**config.mk**
```make
export PLATFORM = sky130hd
export DESIGN_NAME = mips_multicycle_ctrl_flat
export DESIGN_NICKNAME = d
export VERILOG_FILES = /design/src/rtl/mips_multicycle_ctrl_pkg.sv /design/src/rtl/mips_multicycle_ctrl_if.sv /design/src/rtl/mips_multicycle_ctrl_alu_decoder.sv /design/src/rtl/mips_multicycle_ctrl.sv /design/src/flat_wrapper.sv
export SDC_FILE = /design/constraint.sdc
export NUM_CORES = 1
export LEC_CHECK = 0
export ABC_CLOCK_PERIOD_IN_PS = 1690
export CAP_MARGIN = 20
export CORE_MARGIN = 1
export CORE_UTILIZATION = 34
export DETAILED_ROUTE_END_ITERATION = 10
export HOLD_SLACK_MARGIN = 0.12
export PLACE_DENSITY = 0.78
export SETUP_SLACK_MARGIN = 0.3
export SYNTH_ARGS = -nofsm -noshare
export SYNTH_HDL_FRONTEND = slang
export SYNTH_SLANG_ARGS = --single-unit
```
**constraint.sdc**
```tcl
create_clock -name CLK -period 1.69 [get_ports CLK]
set_clock_uncertainty 0.1 [all_clocks]
set_input_delay 0.338 -clock CLK [delete_from_list [all_inputs] [get_ports CLK]]
set_output_delay 0.338 -clock CLK [all_outputs]
set_load 0.03 [all_outputs]
```
**src/rtl/mips_multicycle_ctrl_pkg.sv**
```systemverilog
// Shared encodings for the multicycle MIPS control unit: states, opcodes,
// funct codes and the ALU operation codes driven on the ALU interface.
package mips_ctrl_pkg;

  typedef enum logic [3:0] {
    S_FETCH   = 4'd0,
    S_DECODE  = 4'd1,
    S_MEMADR  = 4'd2,
    S_MEMRD   = 4'd3,
    S_MEMWB   = 4'd4,
    S_MEMWR   = 4'd5,
    S_EXECUTE = 4'd6,
    S_ALUWB   = 4'd7,
    S_BRANCH  = 4'd8,
    S_ADDIEX  = 4'd9,
    S_ADDIWB  = 4'd10,
    S_JUMP    = 4'd11
  } stateT;

  localparam logic [5:0] OP_R    = 6'b000000;
  localparam logic [5:0] OP_LW   = 6'b100011;
  localparam logic [5:0] OP_SW   = 6'b101011;
  localparam logic [5:0] OP_BEQ  = 6'b000100;
  localparam logic [5:0] OP_BNE  = 6'b000101;
  localparam logic [5:0] OP_ADDI = 6'b001000;
  localparam logic [5:0] OP_J    = 6'b000010;

  localparam logic [5:0] FN_ADD = 6'b100000;
  localparam logic [5:0] FN_SUB = 6'b100010;
  localparam logic [5:0] FN_AND = 6'b100100;
  localparam logic [5:0] FN_OR  = 6'b100101;
  localparam logic [5:0] FN_XOR = 6'b100110;
  localparam logic [5:0] FN_NOR = 6'b100111;
  localparam logic [5:0] FN_SLT = 6'b101010;

  localparam logic [3:0] ALU_ADD = 4'b0000;
  localparam logic [3:0] ALU_SUB = 4'b0010;
  localparam logic [3:0] ALU_AND = 4'b0100;
  localparam logic [3:0] ALU_OR  = 4'b0101;
  localparam logic [3:0] ALU_XOR = 4'b0110;
  localparam logic [3:0] ALU_NOR = 4'b0111;
  localparam logic [3:0] ALU_SLT = 4'b1010;

  // Supported opcodes other than R-type (R-type legality also needs Funct).
  function automatic logic isNonROp(input logic [5:0] op);
    return (op == OP_LW) || (op == OP_SW) || (op == OP_BEQ) ||
           (op == OP_BNE) || (op == OP_ADDI) || (op == OP_J);
  endfunction

endpackage

```
**src/rtl/mips_multicycle_ctrl_if.sv**
```systemverilog
// Control-to-datapath bundle: instruction fields and Z flag in, enables and
// selects out. The control unit is the master side.
interface mips_ctrl_if;
  logic [5:0] Op;
  logic [5:0] Funct;
  logic       Zero;
  logic       IorD;
  logic       MemWrite;
  logic       IRWrite;
  logic       RegDst;
  logic       MemtoReg;
  logic       RegWrite;
  logic       ALUSrcA;
  logic [1:0] ALUSrcB;
  logic [3:0] AluOp;
  logic [1:0] PCSrc;
  logic       PCEn;
  logic       Illegal;
  logic [3:0] State;

  modport master (
    input  Op, Funct, Zero,
    output IorD, MemWrite, IRWrite, RegDst, MemtoReg, RegWrite,
           ALUSrcA, ALUSrcB, AluOp, PCSrc, PCEn, Illegal, State
  );

  modport slave (
    output Op, Funct, Zero,
    input  IorD, MemWrite, IRWrite, RegDst, MemtoReg, RegWrite,
           ALUSrcA, ALUSrcB, AluOp, PCSrc, PCEn, Illegal, State
  );
endinterface

```
**src/rtl/mips_multicycle_ctrl_alu_decoder.sv**
```systemverilog
// R-type funct decoder: maps Funct to the ALU operation and flags
// unsupported funct codes.
module mips_alu_decoder
  import mips_ctrl_pkg::*;
(
  input  logic [5:0] Funct,
  output logic [3:0] AluOp,
  output logic       FunctValid
);

  always_comb begin
    AluOp      = ALU_ADD;
    FunctValid = 1'b1;
    case (Funct)
      FN_ADD:  AluOp = ALU_ADD;
      FN_SUB:  AluOp = ALU_SUB;
      FN_AND:  AluOp = ALU_AND;
      FN_OR:   AluOp = ALU_OR;
      FN_XOR:  AluOp = ALU_XOR;
      FN_NOR:  AluOp = ALU_NOR;
      FN_SLT:  AluOp = ALU_SLT;
      default: FunctValid = 1'b0;
    endcase
  end

endmodule

```
**src/rtl/mips_multicycle_ctrl.sv**
```systemverilog
// Multicycle MIPS control unit: Moore FSM sequencing each instruction and
// driving the ALU operation plus every datapath enable and select.
module mips_multicycle_ctrl
  import mips_ctrl_pkg::*;
#(
  parameter logic [3:0] RESET_STATE = 4'd0
) (
  input  logic            CLK,
  input  logic            RESET_N,
  mips_ctrl_if.master     bus
);

  stateT      stateReg;
  logic [3:0] functAluOp;
  logic       functValid;

  mips_alu_decoder uAluDec (
    .Funct      (bus.Funct),
    .AluOp      (functAluOp),
    .FunctValid (functValid)
  );

  always_ff @(posedge CLK) begin
    if (!RESET_N) begin
      stateReg <= stateT'(RESET_STATE);
    end else begin
      case (stateReg)
        S_FETCH:  stateReg <= S_DECODE;
        S_DECODE: begin
          case (bus.Op)
            OP_LW, OP_SW:   stateReg <= S_MEMADR;
            OP_R:           stateReg <= functValid ? S_EXECUTE : S_FETCH;
            OP_BEQ, OP_BNE: stateReg <= S_BRANCH;
            OP_ADDI:        stateReg <= S_ADDIEX;
            OP_J:           stateReg <= S_JUMP;
            default:        stateReg <= S_FETCH;
          endcase
        end
        S_MEMADR: begin
          if (bus.Op == OP_LW)      stateReg <= S_MEMRD;
          else if (bus.Op == OP_SW) stateReg <= S_MEMWR;
          else                      stateReg <= S_FETCH;
        end
        S_MEMRD:   stateReg <= S_MEMWB;
        S_EXECUTE: stateReg <= S_ALUWB;
        S_ADDIEX:  stateReg <= S_ADDIWB;
        default:   stateReg <= S_FETCH;
      endcase
    end
  end

  // Moore outputs; only AluOp (EXECUTE), PCEn (BRANCH) and Illegal (DECODE)
  // look at the instruction fields or the Z flag.
  always_comb begin
    bus.IorD     = 1'b0;
    bus.MemWrite = 1'b0;
    bus.IRWrite  = 1'b0;
    bus.RegDst   = 1'b0;
    bus.MemtoReg = 1'b0;
    bus.RegWrite = 1'b0;
    bus.ALUSrcA  = 1'b0;
    bus.ALUSrcB  = 2'b00;
    bus.AluOp    = ALU_ADD;
    bus.PCSrc    = 2'b00;
    bus.PCEn     = 1'b0;
    bus.Illegal  = 1'b0;
    bus.State    = stateReg;
    case (stateReg)
      S_FETCH: begin
        bus.ALUSrcB = 2'b01;
        bus.IRWrite = 1'b1;
        bus.PCEn    = 1'b1;
      end
      S_DECODE: begin
        bus.ALUSrcB = 2'b11;
        bus.Illegal = (bus.Op == OP_R) ? !functValid : !isNonROp(bus.Op);
      end
      S_MEMADR: begin
        bus.ALUSrcA = 1'b1;
        bus.ALUSrcB = 2'b10;
      end
      S_MEMRD: bus.IorD = 1'b1;
      S_MEMWB: begin
        bus.MemtoReg = 1'b1;
        bus.RegWrite = 1'b1;
      end
      S_MEMWR: begin
        bus.IorD     = 1'b1;
        bus.MemWrite = 1'b1;
      end
      S_EXECUTE: begin
        bus.ALUSrcA = 1'b1;
        bus.AluOp   = functAluOp;
      end
      S_ALUWB: begin
        bus.RegDst   = 1'b1;
        bus.RegWrite = 1'b1;
      end
      S_BRANCH: begin
        bus.ALUSrcA = 1'b1;
        bus.AluOp   = ALU_SUB;
        bus.PCSrc   = 2'b01;
        bus.PCEn    = ((bus.Op == OP_BEQ) && bus.Zero) ||
                      ((bus.Op == OP_BNE) && !bus.Zero);
      end
      S_ADDIEX: begin
        bus.ALUSrcA = 1'b1;
        bus.ALUSrcB = 2'b10;
      end
      S_ADDIWB: bus.RegWrite = 1'b1;
      S_JUMP: begin
        bus.PCSrc = 2'b10;
        bus.PCEn  = 1'b1;
      end
      default: bus.State = stateReg;
    endcase
  end

endmodule

```
**src/flat_wrapper.sv**
```systemverilog
// flat-port wrapper written by rule: the top's interface ports become plain ports
module mips_multicycle_ctrl_flat import mips_ctrl_pkg::*;
#(
  parameter logic [3:0] RESET_STATE = 4'd0
)
  (CLK, RESET_N, bus_Op, bus_Funct, bus_Zero, bus_IorD, bus_MemWrite, bus_IRWrite, bus_RegDst, bus_MemtoReg, bus_RegWrite, bus_ALUSrcA, bus_ALUSrcB, bus_AluOp, bus_PCSrc, bus_PCEn, bus_Illegal, bus_State);
  mips_ctrl_if bus_i ();
  input  logic CLK;
  input  logic RESET_N;
  input wire logic [$bits(bus_i.Op)-1:0] bus_Op;
  input wire logic [$bits(bus_i.Funct)-1:0] bus_Funct;
  input wire logic [$bits(bus_i.Zero)-1:0] bus_Zero;
  output wire logic [$bits(bus_i.IorD)-1:0] bus_IorD;
  output wire logic [$bits(bus_i.MemWrite)-1:0] bus_MemWrite;
  output wire logic [$bits(bus_i.IRWrite)-1:0] bus_IRWrite;
  output wire logic [$bits(bus_i.RegDst)-1:0] bus_RegDst;
  output wire logic [$bits(bus_i.MemtoReg)-1:0] bus_MemtoReg;
  output wire logic [$bits(bus_i.RegWrite)-1:0] bus_RegWrite;
  output wire logic [$bits(bus_i.ALUSrcA)-1:0] bus_ALUSrcA;
  output wire logic [$bits(bus_i.ALUSrcB)-1:0] bus_ALUSrcB;
  output wire logic [$bits(bus_i.AluOp)-1:0] bus_AluOp;
  output wire logic [$bits(bus_i.PCSrc)-1:0] bus_PCSrc;
  output wire logic [$bits(bus_i.PCEn)-1:0] bus_PCEn;
  output wire logic [$bits(bus_i.Illegal)-1:0] bus_Illegal;
  output wire logic [$bits(bus_i.State)-1:0] bus_State;
  assign bus_i.Op = bus_Op;
  assign bus_i.Funct = bus_Funct;
  assign bus_i.Zero = bus_Zero;
  assign bus_IorD = bus_i.IorD;
  assign bus_MemWrite = bus_i.MemWrite;
  assign bus_IRWrite = bus_i.IRWrite;
  assign bus_RegDst = bus_i.RegDst;
  assign bus_MemtoReg = bus_i.MemtoReg;
  assign bus_RegWrite = bus_i.RegWrite;
  assign bus_ALUSrcA = bus_i.ALUSrcA;
  assign bus_ALUSrcB = bus_i.ALUSrcB;
  assign bus_AluOp = bus_i.AluOp;
  assign bus_PCSrc = bus_i.PCSrc;
  assign bus_PCEn = bus_i.PCEn;
  assign bus_Illegal = bus_i.Illegal;
  assign bus_State = bus_i.State;
  mips_multicycle_ctrl #(.RESET_STATE(RESET_STATE)) u_core (.CLK(CLK), .RESET_N(RESET_N), .bus(bus_i));
endmodule
```
==> results of run 1 <==
## through the flow
| stage | cell area, µm² | std cells | hold slack [ns] | util [%] | setup TNS [ns] |
|---|---|---|---|---|---|
| after global placement | 1210 | 146 | 0.558 | 88.6 | -2.88 |
| after floorplan | 732 | 76 | 0.411 | - | -0.254 |
| after detailed placement | 1210 | 146 | 0.600 | 88.6 | -3.40 |
## Yosys cell counts
| master | instances | share of area (%) |
|---|---|---|
| sky130_fd_sc_hd__and3_1 | 3 | 3.6 |
| sky130_fd_sc_hd__nor4_2 | 1 | 2.4 |
| sky130_fd_sc_hd__a211o_1 | 1 | 1.7 |
| sky130_fd_sc_hd__o21ai_1 | 1 | 0.96 |
| sky130_fd_sc_hd__nor3_1 | 7 | 6.7 |
| sky130_fd_sc_hd__clkbuf_1 | 3 | 2.2 |
| sky130_fd_sc_hd__nor4b_1 | 1 | 1.7 |
| sky130_fd_sc_hd__o311ai_1 | 1 | 1.7 |
| sky130_fd_sc_hd__a41o_1 | 1 | 1.9 |
| sky130_fd_sc_hd__nand4b_1 | 1 | 1.7 |
| sky130_fd_sc_hd__nand2_1 | 6 | 4.3 |
| sky130_fd_sc_hd__and3_4 | 1 | 2.2 |
| sky130_fd_sc_hd__and4_1 | 1 | 1.7 |
| sky130_fd_sc_hd__dfxtp_1 | 4 | 15 |
| sky130_fd_sc_hd__a221o_1 | 1 | 1.9 |
| sky130_fd_sc_hd__nand3_1 | 1 | 0.96 |
| sky130_fd_sc_hd__and2_1 | 1 | 1.2 |
| sky130_fd_sc_hd__or3_1 | 1 | 1.2 |
| sky130_fd_sc_hd__nor2b_1 | 1 | 1.2 |
| sky130_fd_sc_hd__and4b_2 | 1 | 2.2 |
| sky130_fd_sc_hd__a21o_1 | 1 | 1.4 |
| sky130_fd_sc_hd__inv_1 | 2 | 1.4 |
| sky130_fd_sc_hd__a211oi_1 | 2 | 2.9 |
| sky130_fd_sc_hd__o22ai_1 | 1 | 1.2 |
| sky130_fd_sc_hd__and3b_1 | 1 | 1.7 |
| sky130_fd_sc_hd__nand2b_1 | 3 | 3.6 |
| sky130_fd_sc_hd__a21oi_1 | 3 | 2.9 |
| sky130_fd_sc_hd__nor2_2 | 1 | 1.2 |
| sky130_fd_sc_hd__inv_2 | 1 | 0.72 |
| sky130_fd_sc_hd__buf_1 | 1 | 0.72 |
| sky130_fd_sc_hd__nor2_1 | 8 | 5.8 |
| sky130_fd_sc_hd__mux2i_1 | 1 | 1.9 |
| sky130_fd_sc_hd__o21a_1 | 2 | 2.9 |
| sky130_fd_sc_hd__a22oi_1 | 1 | 1.4 |
| sky130_fd_sc_hd__o21ai_0 | 3 | 2.9 |
| sky130_fd_sc_hd__xor2_1 | 2 | 3.4 |
| sky130_fd_sc_hd__nor4_1 | 1 | 1.2 |
| sky130_fd_sc_hd__nor3b_1 | 2 | 2.9 |
| sky130_fd_sc_hd__o21bai_1 | 1 | 1.4 |
| sky130_fd_sc_hd__xnor2_1 | 1 | 1.7 |
## logic make-up after synthesis
group | Yosys count | share of synthesized area [%]
and+or+nand+nor | 42 | 47.4
AOI/OAI and AO/OA | 19 | 25.2
buffers and inverters | 7 | 5.05
DFF | 4 | 15.4
xor gates and xnor gates | 3 | 5.05
muxes | 1 | 1.92
==> run summary, run 1 <==
The count of buffers added by post-CTS timing repair for setup is 14. Synthesis produced 76 cells. The final weighted congestion in routability-driven placement is a little over 0.8. The H-tree depth reported by CTS is 1. Synthesis instantiated 40 different standard cells from the library. CTS saw 4 sinks.

The number of hold buffers added after CTS came out at 0. The tree is rooted in a sky130_fd_sc_hd__clkbuf_4. The run stopped with a tool error. Summed over all nets, the half-perimeter wirelength after detailed placement is around 1700 µm.

The count of port buffers added during placement came out at 35. The total number of yosys warnings came out at 0. It got as far as clock tree synthesis (4_1_cts) and failed there. The tool reported: "[ERROR DPL-0038] Utilization greater than 100%, impossible to legalize". The number of buffers created by CTS came out at 3. The floorplan has 13 rows. Before CTS, the worst setup slack after placement is -0.543 ns. The mean post-synth cell area came out at between 6 and 7 µm². The quantity of gates resized following cts came out at approximately 120. The number of placed I/O pins came out at 36. The total of flip-flops plus latches after synthesis is 4.

Summing every instance area after synthesis gives 520 µm². The height of the chip came out at just over 40 µm. The share of synthesized area occupied by flip-flops and latches came out at between 15 and 20%. The x dimension of the die is approximately 40 µm.

The initial core utilization came out at about two fifths. The net count of the mapped netlist is 91. The maximum buffer depth of the clock tree is 2.
==> run 2, diff against run 1 <==
--- a/config.mk
+++ b/config.mk
@@ -7,12 +7,10 @@
 export LEC_CHECK = 0
 export ABC_CLOCK_PERIOD_IN_PS = 1690
 export CAP_MARGIN = 20
-export CORE_MARGIN = 1
-export CORE_UTILIZATION = 34
+export CORE_AREA = 2 2 63 65
 export DETAILED_ROUTE_END_ITERATION = 10
-export HOLD_SLACK_MARGIN = 0.12
-export PLACE_DENSITY = 0.78
-export SETUP_SLACK_MARGIN = 0.3
+export DIE_AREA = 0 0 65 67
+export PLACE_DENSITY_LB_ADDON = 0.15
 export SYNTH_ARGS = -nofsm -noshare
 export SYNTH_HDL_FRONTEND = slang
 export SYNTH_SLANG_ARGS = --single-unit
==> run summary, run 2 <==
The worst setup slack after placement is -0.544 ns (was -0.543 ns). The number of placed I/O pins is 36 (unchanged). The final routed wire length divided by cell count is roughly 11 µm. The number of failing setup endpoints in the final timing report is 12. The mean post-synth cell area was 6.85 µm² (unchanged). The cell type with the highest aggregate area in the netlist is sky130_fd_sc_hd__dfxtp_1 (unchanged). The net count of the mapped netlist is 91 (unchanged).

The initial antenna violation count was 0. The maximum number of pins on one net before global-route repair came out at 9. The total power per unit cell area is around 340 nW/µm².

The setup slack after layout came out at -0.149 ns. The share of synthesized area occupied by flip-flops and latches came out at 15.4% (unchanged). The count of port buffers added during placement came to 35 (unchanged). The number of synthesized flops with an enable pin is 0 (unchanged). The cell count after placement came out at 183 (was 146). The flip-flop count of the largest register after layout is 4. The max-slew headroom at the worst pin is between 80% and 90%. The sum of internal, switching and leakage power is approximately 530 µW.

The capture point of the worst reg-to-reg path is u_core.bus.State[0]. Result of the run: finished with violations (was did not finish). The time the final worst path needs with I/O delays and setup is ~1.8 ns. The maximum net fanout on the critical path came out at 4. The cell with the most instances after synthesis is sky130_fd_sc_hd__nor2_1 (unchanged). Global routing consumed, over all layers together, ~11% of the routing resources. The number of antenna cells inserted came out at 0.

The library cell used most frequently in the layout, excluding fill and tap cells, is sky130_fd_sc_hd__buf_4. The total number of yosys warnings is 0 (unchanged). The global-route wire length before repair came out at between 3000 and 4000 µm.

The origin of the worst setup path is u_core.bus.State[1]. The most used flip-flop cell after synthesis was sky130_fd_sc_hd__dfxtp_1 (unchanged). For this run, the number of standard cells in the final layout without fillers is 201.

The number of buffers created by CTS is 3 (unchanged). The number of instances in the synthesized netlist is 76 (unchanged). The post-detailed-placement cell area is 1210 µm² (about the same). The total of flip-flops plus latches after synthesis came to 4 (unchanged). The detailed-router iteration count before antenna repair came out at 3.

In this run the worst setup path terminates at bus_AluOp[0]. The share of the synthesized area in the top cell type came out at 15.4% (unchanged). The checks that failed: negative setup slack. The share of final-layout standard cells stronger than drive strength 1 is 76.5%. Clock latency on the worst-skew pair, taken at its later pin, is 0.22 ns. The final weighted congestion in routability-driven placement is 0.793 (was 0.827). At the end of the flow, the number of nets in the layout was 170. In the layout the commonest cells are sky130_fd_sc_hd__buf_4 (42), sky130_fd_sc_hd__buf_6 (21), sky130_fd_sc_hd__dlygate4sd2_1 (5). The fraction of synthesis flops using an asynchronous set or reset pin came to 0% (unchanged). The count of routing violations after the opening detailed-route iteration came out at 9. The number of hold-slack violations in the final timing report is 0. The static leakage is 0.692 nW. The max-cap violation count came out at 0. The worst register-to-register path begins at u_core.bus.State[2].

The clock-pin slew of the registers on the worst-case setup and hold paths came out at around 0.030 ns. The via count of the first global-routing pass is about 910. The number of core rows is 22 (was 13). The clock tree root driver cell is sky130_fd_sc_hd__clkbuf_8 (was sky130_fd_sc_hd__clkbuf_4). The x dimension of the die came out at 65 µm (was 41.1 µm). Fill cells in the final layout number ~380. The maximum buffer depth of the clock tree is 2 (unchanged). The area of combinational cells with multiple inputs is between 600 and 700 µm².

The sum of negative setup slack is -0.876 ns. The register-to-register setup slack came out at about 0.42 ns. The critical path data arrival time is 1.40 ns.

The post-synthesis cell type count came out at 40 (unchanged). The height of the chip is 67 µm (was 41.1 µm). The data required time of the worst path is roughly 1.3 ns. Commonest cells in the synthesized netlist: sky130_fd_sc_hd__nor2_1 (8), sky130_fd_sc_hd__nor3_1 (7), sky130_fd_sc_hd__nand2_1 (6) (unchanged). The endpoint class of the critical path is an output port. The post-synthesis cell area came to 520 µm² (unchanged). The detailed-placement wirelength estimate is 1830 µm (was 1700 µm). The area growth from synthesis to layout is 199%. The number of remaining DRC errors is 0. Setup repair after global routing could not meet its margin everywhere. The number of clock sinks came to 4 (unchanged). The initial core utilization came out at 14.4% (was 38.1%). The number of max-slew violations in the final report came out at 0. The total number of vias came out at roughly 850. The transition time at the pin with the least slew margin came out at roughly 0.30 ns.

TritonCTS built the clock tree. The highest achievable clock rate is approximately 540 MHz. The portion of the clock cycle consumed by the worst path in the final layout came out at 109%. The post-route cell area came out at between 1500 and 2000 µm².

The final routed wirelength across all metal layers is 2290 µm. The detail route stage leaves a number of antenna-violating nets equal to 0. STA classifies the critical path startpoint as a register. The flip-flop and latch area is 95.1 µm². The depth of the worst register-to-register path came out at 3. The worst hold path class is primary input to register.

The post-detailed-route via-to-cell ratio is roughly 4.2. The global route total overflow is 0. The hold path depth is 5.

The die area is between 4000 and 5000 µm². The maximum ir drop on the vdd rail is roughly 0.00028 V. The core area is 3610 µm². The class of the most critical setup path is register to output port. The H-tree depth reported by CTS is 1 (unchanged). Biggest area contributors in the synthesized netlist: sky130_fd_sc_hd__dfxtp_1 (15%), sky130_fd_sc_hd__nor3_1 (6.7%), sky130_fd_sc_hd__nor2_1 (5.8%), sky130_fd_sc_hd__nand2_1 (4.3%), sky130_fd_sc_hd__and3_1 (3.6%) (unchanged).
==> run 2: worst min path at each step <==
stage / startpoint / endpoint / slack [ns]
floorplan: bus_Op[4] / u_core.bus.State[1] / 0.41
global placement: u_core.bus.State[1] / u_core.bus.State[0] / 0.52
detailed placement: u_core.bus.State[1] / u_core.bus.State[0] / 0.52
global route: bus_Op[4] / u_core.bus.State[1] / 0.53
finish: bus_Op[4] / u_core.bus.State[1] / 0.49
CTS: bus_Op[4] / u_core.bus.State[1] / 0.49
==> run 2: kinds of logic (layout without fill, tap and decap cells) <==
family | after synthesis | count (layout) | synth area share [%]
xor+xnor | 3 | 3 | 5.05
mux | 1 | 1 | 1.92
flops | 4 | 4 | 15.4
buf+inv | 7 | 84 | 5.05
simple gates | 42 | 42 | 47.4
compound gates | 19 | 19 | 25.2
==> run 2: layout make-up <==
cell class                 instances  area share (%)
inverter                           3            1.04
multi-input combinational         65            42.0
tap                               48            3.86
clock buffer                       3            2.65
timing repair buffer              78            44.3
sequential                         4            6.10
==> run 2: worst max-delay path, stage by stage (launching register included) <==
cell and delay (ns):
sky130_fd_sc_hd__dfxtp_4 0.37, sky130_fd_sc_hd__inv_6 0.05, sky130_fd_sc_hd__nor3_4 0.12, sky130_fd_sc_hd__and3_4 0.21, sky130_fd_sc_hd__and3b_2 0.18, sky130_fd_sc_hd__and2_4 0.13
sky130_fd_sc_hd__buf_6 0.12
==> run 2: per-stage QoR <==
| step | hold slack, ns | utilization [%] |
|---|---|---|
| after detailed placement | 0.523 | 33.5 |
| after CTS | 0.490 | 40.1 |
| final | 0.485 | 43.2 |
| after global placement | 0.524 | 33.5 |
| after floorplan | 0.411 | - |
| after global routing | 0.530 | 43.2 |
==> run 2: timing repair <==
action	CTS	global route
buffers inserted	11	5
endpoints found under the setup margin	16	13
pin swaps	12	11
hold buffers	0	0
resized for setup	63	33
gates cloned	0	0
==> run 2: power breakdown <==
group / switching [mW] / internal, mW / leakage [nW]
clock: 0.0454 / 0.151 / 0.0216
combinational: 0.106 / 0.125 / 0.635
sequential: 0.00572 / 0.0937 / 0.0355
total: 0.157 / 0.370 / 0.692
==> run 2: routing by layer <==
| metal | track usage, % | share of wire, % | up-vias |
|---|---|---|---|
| li1 | - | - | 437 |
| met1 | 11.5 | 40 | 398 |
| met2 | 22.7 | 57 | 18 |
| met3 | 2.70 | 3.5 | 0 |
| met4 | 1.60 | 0 | 0 |
| met5 | 0 | 0 | - |
Note: power is estimated with default switching activity, not from simulation.
==> run 3, diff against run 2 <==
--- a/config.mk
+++ b/config.mk
@@ -10,6 +10,7 @@
 export CORE_AREA = 2 2 63 65
 export DETAILED_ROUTE_END_ITERATION = 10
 export DIE_AREA = 0 0 65 67
+export MAX_ROUTING_LAYER = met4
 export PLACE_DENSITY_LB_ADDON = 0.15
 export SYNTH_ARGS = -nofsm -noshare
 export SYNTH_HDL_FRONTEND = slang
==> results of run 3 <==
Same layout as run 2: the final DEF is identical, and so are final timing and power.
Among the figures that moved: final weighted congestion in routability-driven placement 0.793 -> 0.804; overall routing resource usage 11.1% -> 11.4%
